### src/rtl/ex_mem_pkg.sv
// Shared widths, stall bit indices, enable constants and the mode encoding
// used by the EX/MEM pipeline register and its interface.
package ex_mem_pkg;

    localparam int REG_BUS_W  = 32;
    localparam int REG_ADDR_W = 5;
    localparam int ALU_OP_W   = 8;
    localparam int DREG_BUS_W = 64;
    localparam int CNT_W      = 2;
    localparam int STALL_W    = 6;

    localparam int STALL_EX   = 3;
    localparam int STALL_MEM  = 4;

    localparam logic ENABLE   = 1'b1;
    localparam logic DISABLE  = 1'b0;

    typedef enum logic [1:0] {
        MODE_RUN    = 2'd0,
        MODE_BUBBLE = 2'd1,
        MODE_HOLD   = 2'd2,
        MODE_FLUSH  = 2'd3
    } mode_e;

    typedef struct packed {
        logic                  valid;
        logic [REG_ADDR_W-1:0] wd;
        logic                  wreg;
        logic [REG_BUS_W-1:0]  wdata;
        logic [REG_BUS_W-1:0]  hi;
        logic [REG_BUS_W-1:0]  lo;
        logic                  whilo;
        logic [ALU_OP_W-1:0]   aluop;
    } stage_t;

endpackage

### src/rtl/ex_mem_if.sv
// EX -> MEM result bus plus the multicycle MADD/MSUB loop back to EX.
// The master drives the EX side; the slave (pipeline register) drives the MEM side.
interface ex_mem_if;
    import ex_mem_pkg::*;

    logic                  ex_valid;
    logic [REG_ADDR_W-1:0] ex_wd;
    logic                  ex_wreg;
    logic [REG_BUS_W-1:0]  ex_wdata;
    logic [REG_BUS_W-1:0]  ex_hi;
    logic [REG_BUS_W-1:0]  ex_lo;
    logic                  ex_whilo;
    logic [ALU_OP_W-1:0]   ex_aluop;
    logic [DREG_BUS_W-1:0] hilo_temp_i;
    logic [CNT_W-1:0]      cnt_i;

    logic                  mem_valid;
    logic [REG_ADDR_W-1:0] mem_wd;
    logic                  mem_wreg;
    logic [REG_BUS_W-1:0]  mem_wdata;
    logic [REG_BUS_W-1:0]  mem_hi;
    logic [REG_BUS_W-1:0]  mem_lo;
    logic                  mem_whilo;
    logic [ALU_OP_W-1:0]   mem_aluop;
    logic [DREG_BUS_W-1:0] hilo_temp_o;
    logic [CNT_W-1:0]      cnt_o;

    modport master (
        output ex_valid, ex_wd, ex_wreg, ex_wdata, ex_hi, ex_lo, ex_whilo, ex_aluop,
        output hilo_temp_i, cnt_i,
        input  mem_valid, mem_wd, mem_wreg, mem_wdata, mem_hi, mem_lo, mem_whilo, mem_aluop,
        input  hilo_temp_o, cnt_o
    );

    modport slave (
        input  ex_valid, ex_wd, ex_wreg, ex_wdata, ex_hi, ex_lo, ex_whilo, ex_aluop,
        input  hilo_temp_i, cnt_i,
        output mem_valid, mem_wd, mem_wreg, mem_wdata, mem_hi, mem_lo, mem_whilo, mem_aluop,
        output hilo_temp_o, cnt_o
    );

endinterface

### src/rtl/ex_mem.sv
// EX/MEM pipeline register: 1-cycle latency, all outputs registered; flush > hold > bubble > run.
// Optional retired-instruction counter perf_retired is built only when EX_MEM_PERF_EN is defined.
module ex_mem
    import ex_mem_pkg::*;
#(
    parameter int PERF_W = 32
) (
    input  logic               clk,
    input  logic               rst,
    input  logic [STALL_W-1:0] stall,
    input  logic               flush,
    ex_mem_if.slave            bus
`ifdef EX_MEM_PERF_EN
    ,
    output logic [PERF_W-1:0]  perf_retired
`endif
);

    stage_t                stage_q, stage_d;
    logic [DREG_BUS_W-1:0] hilo_q,  hilo_d;
    logic [CNT_W-1:0]      cnt_q,   cnt_d;
    mode_e                 mode;

    function automatic mode_e decode_mode(input logic fl, input logic st_mem, input logic st_ex);
        if (fl)          return MODE_FLUSH;
        else if (st_mem) return MODE_HOLD;
        else if (st_ex)  return MODE_BUBBLE;
        return MODE_RUN;
    endfunction

    assign mode = decode_mode(flush, stall[STALL_MEM], stall[STALL_EX]);

    // Only the EX and MEM stall bits matter to this stage.
    logic unused_stall;
    assign unused_stall = ^{stall[STALL_W-1], stall[STALL_EX-1:0]};

    always_comb begin
        stage_d = stage_q;
        hilo_d  = hilo_q;
        cnt_d   = cnt_q;
        unique case (mode)
            MODE_FLUSH: begin
                stage_d = '0;
                hilo_d  = '0;
                cnt_d   = '0;
            end
            MODE_HOLD: begin
            end
            MODE_BUBBLE: begin
                // EX is re-executing a multicycle op: MEM sees a bubble, the partial result loops back.
                stage_d = '0;
                hilo_d  = bus.hilo_temp_i;
                cnt_d   = bus.cnt_i;
            end
            MODE_RUN: begin
                stage_d.valid = bus.ex_valid;
                stage_d.wd    = bus.ex_wd;
                stage_d.wreg  = (bus.ex_valid == ENABLE) ? bus.ex_wreg  : DISABLE;
                stage_d.wdata = bus.ex_wdata;
                stage_d.hi    = bus.ex_hi;
                stage_d.lo    = bus.ex_lo;
                stage_d.whilo = (bus.ex_valid == ENABLE) ? bus.ex_whilo : DISABLE;
                stage_d.aluop = bus.ex_aluop;
                hilo_d        = '0;
                cnt_d         = '0;
            end
            default: begin
            end
        endcase
    end

    always_ff @(posedge clk or posedge rst) begin
        if (rst) begin
            stage_q <= '0;
            hilo_q  <= '0;
            cnt_q   <= '0;
        end else begin
            stage_q <= stage_d;
            hilo_q  <= hilo_d;
            cnt_q   <= cnt_d;
        end
    end

    assign bus.mem_valid   = stage_q.valid;
    assign bus.mem_wd      = stage_q.wd;
    assign bus.mem_wreg    = stage_q.wreg;
    assign bus.mem_wdata   = stage_q.wdata;
    assign bus.mem_hi      = stage_q.hi;
    assign bus.mem_lo      = stage_q.lo;
    assign bus.mem_whilo   = stage_q.whilo;
    assign bus.mem_aluop   = stage_q.aluop;
    assign bus.hilo_temp_o = hilo_q;
    assign bus.cnt_o       = cnt_q;

`ifdef EX_MEM_PERF_EN
    // Counts retirements into MEM; flush does not clear it, only reset does.
    logic [PERF_W-1:0] perf_q, perf_d;

    always_comb begin
        perf_d = perf_q;
        if (mode == MODE_RUN && bus.ex_valid == ENABLE) begin
            perf_d = perf_q + PERF_W'(1);
        end
    end

    always_ff @(posedge clk or posedge rst) begin
        if (rst) begin
            perf_q <= '0;
        end else begin
            perf_q <= perf_d;
        end
    end

    assign perf_retired = perf_q;
`else
    logic unused_perf_w;
    assign unused_perf_w = (PERF_W > 0);
`endif

endmodule
### src/flat_wrapper.sv
// flat-port wrapper written by rule: the top's interface ports become plain ports
module ex_mem_flat import ex_mem_pkg::*;
#(
    parameter int PERF_W = 32
)
  (clk, rst, stall, flush, bus_ex_valid, bus_ex_wd, bus_ex_wreg, bus_ex_wdata, bus_ex_hi, bus_ex_lo, bus_ex_whilo, bus_ex_aluop, bus_hilo_temp_i, bus_cnt_i, bus_mem_valid, bus_mem_wd, bus_mem_wreg, bus_mem_wdata, bus_mem_hi, bus_mem_lo, bus_mem_whilo, bus_mem_aluop, bus_hilo_temp_o, bus_cnt_o);
  ex_mem_if bus_i ();
  input  logic clk;
  input  logic rst;
  input  logic [STALL_W-1:0] stall;
  input  logic flush;
  input wire logic [$bits(bus_i.ex_valid)-1:0] bus_ex_valid;
  input wire logic [$bits(bus_i.ex_wd)-1:0] bus_ex_wd;
  input wire logic [$bits(bus_i.ex_wreg)-1:0] bus_ex_wreg;
  input wire logic [$bits(bus_i.ex_wdata)-1:0] bus_ex_wdata;
  input wire logic [$bits(bus_i.ex_hi)-1:0] bus_ex_hi;
  input wire logic [$bits(bus_i.ex_lo)-1:0] bus_ex_lo;
  input wire logic [$bits(bus_i.ex_whilo)-1:0] bus_ex_whilo;
  input wire logic [$bits(bus_i.ex_aluop)-1:0] bus_ex_aluop;
  input wire logic [$bits(bus_i.hilo_temp_i)-1:0] bus_hilo_temp_i;
  input wire logic [$bits(bus_i.cnt_i)-1:0] bus_cnt_i;
  output wire logic [$bits(bus_i.mem_valid)-1:0] bus_mem_valid;
  output wire logic [$bits(bus_i.mem_wd)-1:0] bus_mem_wd;
  output wire logic [$bits(bus_i.mem_wreg)-1:0] bus_mem_wreg;
  output wire logic [$bits(bus_i.mem_wdata)-1:0] bus_mem_wdata;
  output wire logic [$bits(bus_i.mem_hi)-1:0] bus_mem_hi;
  output wire logic [$bits(bus_i.mem_lo)-1:0] bus_mem_lo;
  output wire logic [$bits(bus_i.mem_whilo)-1:0] bus_mem_whilo;
  output wire logic [$bits(bus_i.mem_aluop)-1:0] bus_mem_aluop;
  output wire logic [$bits(bus_i.hilo_temp_o)-1:0] bus_hilo_temp_o;
  output wire logic [$bits(bus_i.cnt_o)-1:0] bus_cnt_o;
  assign bus_i.ex_valid = bus_ex_valid;
  assign bus_i.ex_wd = bus_ex_wd;
  assign bus_i.ex_wreg = bus_ex_wreg;
  assign bus_i.ex_wdata = bus_ex_wdata;
  assign bus_i.ex_hi = bus_ex_hi;
  assign bus_i.ex_lo = bus_ex_lo;
  assign bus_i.ex_whilo = bus_ex_whilo;
  assign bus_i.ex_aluop = bus_ex_aluop;
  assign bus_i.hilo_temp_i = bus_hilo_temp_i;
  assign bus_i.cnt_i = bus_cnt_i;
  assign bus_mem_valid = bus_i.mem_valid;
  assign bus_mem_wd = bus_i.mem_wd;
  assign bus_mem_wreg = bus_i.mem_wreg;
  assign bus_mem_wdata = bus_i.mem_wdata;
  assign bus_mem_hi = bus_i.mem_hi;
  assign bus_mem_lo = bus_i.mem_lo;
  assign bus_mem_whilo = bus_i.mem_whilo;
  assign bus_mem_aluop = bus_i.mem_aluop;
  assign bus_hilo_temp_o = bus_i.hilo_temp_o;
  assign bus_cnt_o = bus_i.cnt_o;
  ex_mem #(.PERF_W(PERF_W)) u_core (.clk(clk), .rst(rst), .stall(stall), .flush(flush), .bus(bus_i));
endmodule
### config.mk
export PLATFORM = sky130hd
export DESIGN_NAME = ex_mem_flat
export DESIGN_NICKNAME = d
export VERILOG_FILES = /design/src/rtl/ex_mem_pkg.sv /design/src/rtl/ex_mem_if.sv /design/src/rtl/ex_mem.sv /design/src/flat_wrapper.sv
export SDC_FILE = /design/constraint.sdc
export NUM_CORES = 1
export LEC_CHECK = 0
export ABC_CLOCK_PERIOD_IN_PS = 20100
export CORE_AREA = 3 3 140 142
export CTS_CLUSTER_DIAMETER = 100
export DETAILED_ROUTE_END_ITERATION = 10
export DIE_AREA = 0 0 143 145
export PLACE_DENSITY = 0.79
export SLEW_MARGIN = 5
export SYNTH_ARGS = -nofsm -noshare
export SYNTH_HDL_FRONTEND = slang
export SYNTH_SLANG_ARGS = --single-unit
### constraint.sdc
create_clock -name clk -period 20.1 [get_ports clk]
set_input_delay 6.03 -clock clk [delete_from_list [all_inputs] [get_ports clk]]
set_output_delay 6.03 -clock clk [all_outputs]
set_load 0.05 [all_outputs]
==> out/metrics.cfg <==
[die]
die_height_um=145
start_util=0.340
core_mm2=0.0186
chipWidth_um=143
fp-row-count=50
io-pin-count=365
dieArea_mm2=0.0207

[clocking]
hold_buffers=0
path_clk_slew_ns=0.07
ctsResizeCount=0
cts_root_buf=clkbuf_16
cts_made_buffers=17
post_cts.repair.setup_buffers=0
h-tree-depth=4
cts_tree=yes
cts.path.max_buffers=2
cts_sinks=178
clkLatencyLatePin_ns=0.41

[sta]
rsz0062_at_grt=no
worstMarginPinSlew_ns=1.04
fmax_ghz=0.112
hold_ws_ns=0.500
setup_viol=0
final-max-slew-violation-count=0
fin_skew_ns=0
max_slew_margin=0.308
fin_crit_sh=0.446
period_needed_ns=8.96
hold_violations=0
fin_tns_setup_ns=0

[grt]
antenna_found_initial=0
grt_pass1_wl_mm=30.1
first_global_vias=5477
grt_start_max_net_pins=110
grt_overflow=0
grt_usage=0.184

[placed_design]
io_buffers=360
place_inst=970
place.gp.congestion=0.781
dp_hpwl_mm=14.0
placed_area_mm2=0.0101

[critical_path]
end_kind=register
path_max_fanout=92
critical_path_arrival_ns=9.26
critPathTopFamily=buffers and inverters
crit_top_cell=buf_4
path_buf_inv=4
cp-startpoint=stall[4]
max_stage_delay_ns=0.86
cp_cell_sequence=clkdlybuf4s50_1 > inv_1 > a21oi_1 > ha_4 > buf_4 > nor2b_4 > buf_4 > a22o_1
r2r_cells=1
worst-path-stages=8
r2r-start=u_core.bus.hilo_temp_o[57]$_DFFE_PP0P_
critical_path_class=input port to register
start_kind=input port
crit_required_ns=20.40
cp_slowest_cell=ha_4

[worst_hold_path]
min_path_type=register to register
hp-start=u_core.bus.mem_whilo$_DFFE_PP0P_
hold_depth=2

[power_and_ir_drop]
finalPower_uw=904
powerDensity_mw_per_mm2=85.2
vdd_ir_drop_max_mv=0.0604
power.leakage_uw=0.00472

[logic_synthesis]
yosysTopAreaCell=dfrtp_1
synth_nets=599
synth_top_area_frac=0.706
netlist_instances=410
avgSynthCellArea_um2=15.4
synth_cell_types=15
syn-cell-area_mm2=0.00631
synth-seq-cells=178
synth-seq-area-share=0.706
synth_warnings=0
yosys-top-cells-area=dfrtp_1, a22o_1, buf_2

[layout]
nFillCells=1523
final_cell_mix=clkdlybuf4s50_1, dfrtp_1, a22o_1
drive_gt1_frac=0.0521
fin_cells=1002
final_common_cell=clkdlybuf4s50_1
area_growth_pct=68.1
insertedDiodeCount=0
final_area_mm2=0.0106
nNetsFinal=944

[routing]
first_pass_iters=4
wl_per_cell_um=19.5
ant_nets=0
num_vias=5028
wirelength_mm=19.5
routed_via_density=5.02
first_iter_violations=152
drc=0

[outcome]
status=finished, final reports clean

[run]
drv_cap=0

## metrics by stage
step,worst slack [ns],util
after floorplan,9.24,-
after global placement,10.66,0.541
after detailed placement,10.64,0.541
after CTS,11.08,0.571
after global routing,10.87,0.571
final,11.14,0.571
## tightest hold or removal path, delay by kind of cell, from the launching register on
family	cells	cell delay [ns]
compound gates	1	0.06
flops	1	0.35
simple gates	1	0.05
## state kept, by name, indices dropped and copies added, names as in the netlist
| name | flops |
|---|---|
| u_core.bus.hilo_temp_o | 64 |
| u_core.bus.mem_hi | 32 |
| u_core.bus.mem_lo | 32 |
| u_core.bus.mem_wdata | 32 |
| u_core.bus.mem_aluop | 8 |
| u_core.bus.mem_wd | 5 |
| u_core.bus.cnt_o | 2 |
| u_core.bus.mem_valid | 1 |
| u_core.bus.mem_whilo | 1 |
| u_core.bus.mem_wreg | 1 |
## path summary, 6_finish.rpt
path                                                          end  slack (ns)
max                        u_core.bus.hilo_temp_o[57]$_DFFE_PP0P_       11.14
min                              u_core.bus.mem_whilo$_DFFE_PP0P_        0.50
max reg2reg                u_core.bus.hilo_temp_o[57]$_DFFE_PP0P_       19.33
min reg2reg                      u_core.bus.mem_whilo$_DFFE_PP0P_        0.50
max in group asynchronous       u_core.bus.mem_lo[16]$_DFFE_PP0P_       12.41
min in group asynchronous       u_core.bus.mem_lo[17]$_DFFE_PP0P_        6.20
## synthesized netlist by cell type
master and count:
a21oi_1 1, a22o_1 175, buf_2 23, buf_4 6, buf_6 2, buf_8 1, clkbuf_1 7, dfrtp_1 178
ha_1 2, inv_1 3, nand2_1 4, nand3_1 2, nor2_1 1, nor2b_1 2, o21ai_1 3
## routing by layer
metal / part of all wire / wire (µm) / track usage / up-vias
met1: 0.39 / 7540 / 0.213 / 2488
met5: 0 / 0 / 0 / -
met3: 0.099 / 1940 / 0.0732 / 23
met4: 0.019 / 362 / 0.0547 / 0
li1: - / - / - / 2266
met2: 0.50 / 9680 / 0.313 / 251
## cell families (layout without fill, tap and decap cells)
kind of cell,after synthesis,after routing,synth area share
compound gates,179,179,0.246
flops,178,178,0.706
buf+inv,42,400,0.0373
simple gates,9,9,0.00654
fa+ha+maj,2,2,0.00397
## report_power, final
part | switching (µW) | internal, µW | total (µW)
combinational | 116 | 80.9 | 197
clock | 153 | 164 | 316
sequential | 12.0 | 378 | 390
## final cells by class
type	count	area, µm²	area share
Sequential cell	178	4450	0.420
Timing Repair Buffer	365	3640	0.343
Multi-Input combinational cell	190	1650	0.155
Clock buffer	18	429	0.0405
Tap cell	234	293	0.0276
Clock inverter	14	124	0.0117
Inverter	3	16.3	0.00153
Power figures use the tool's default switching activity.
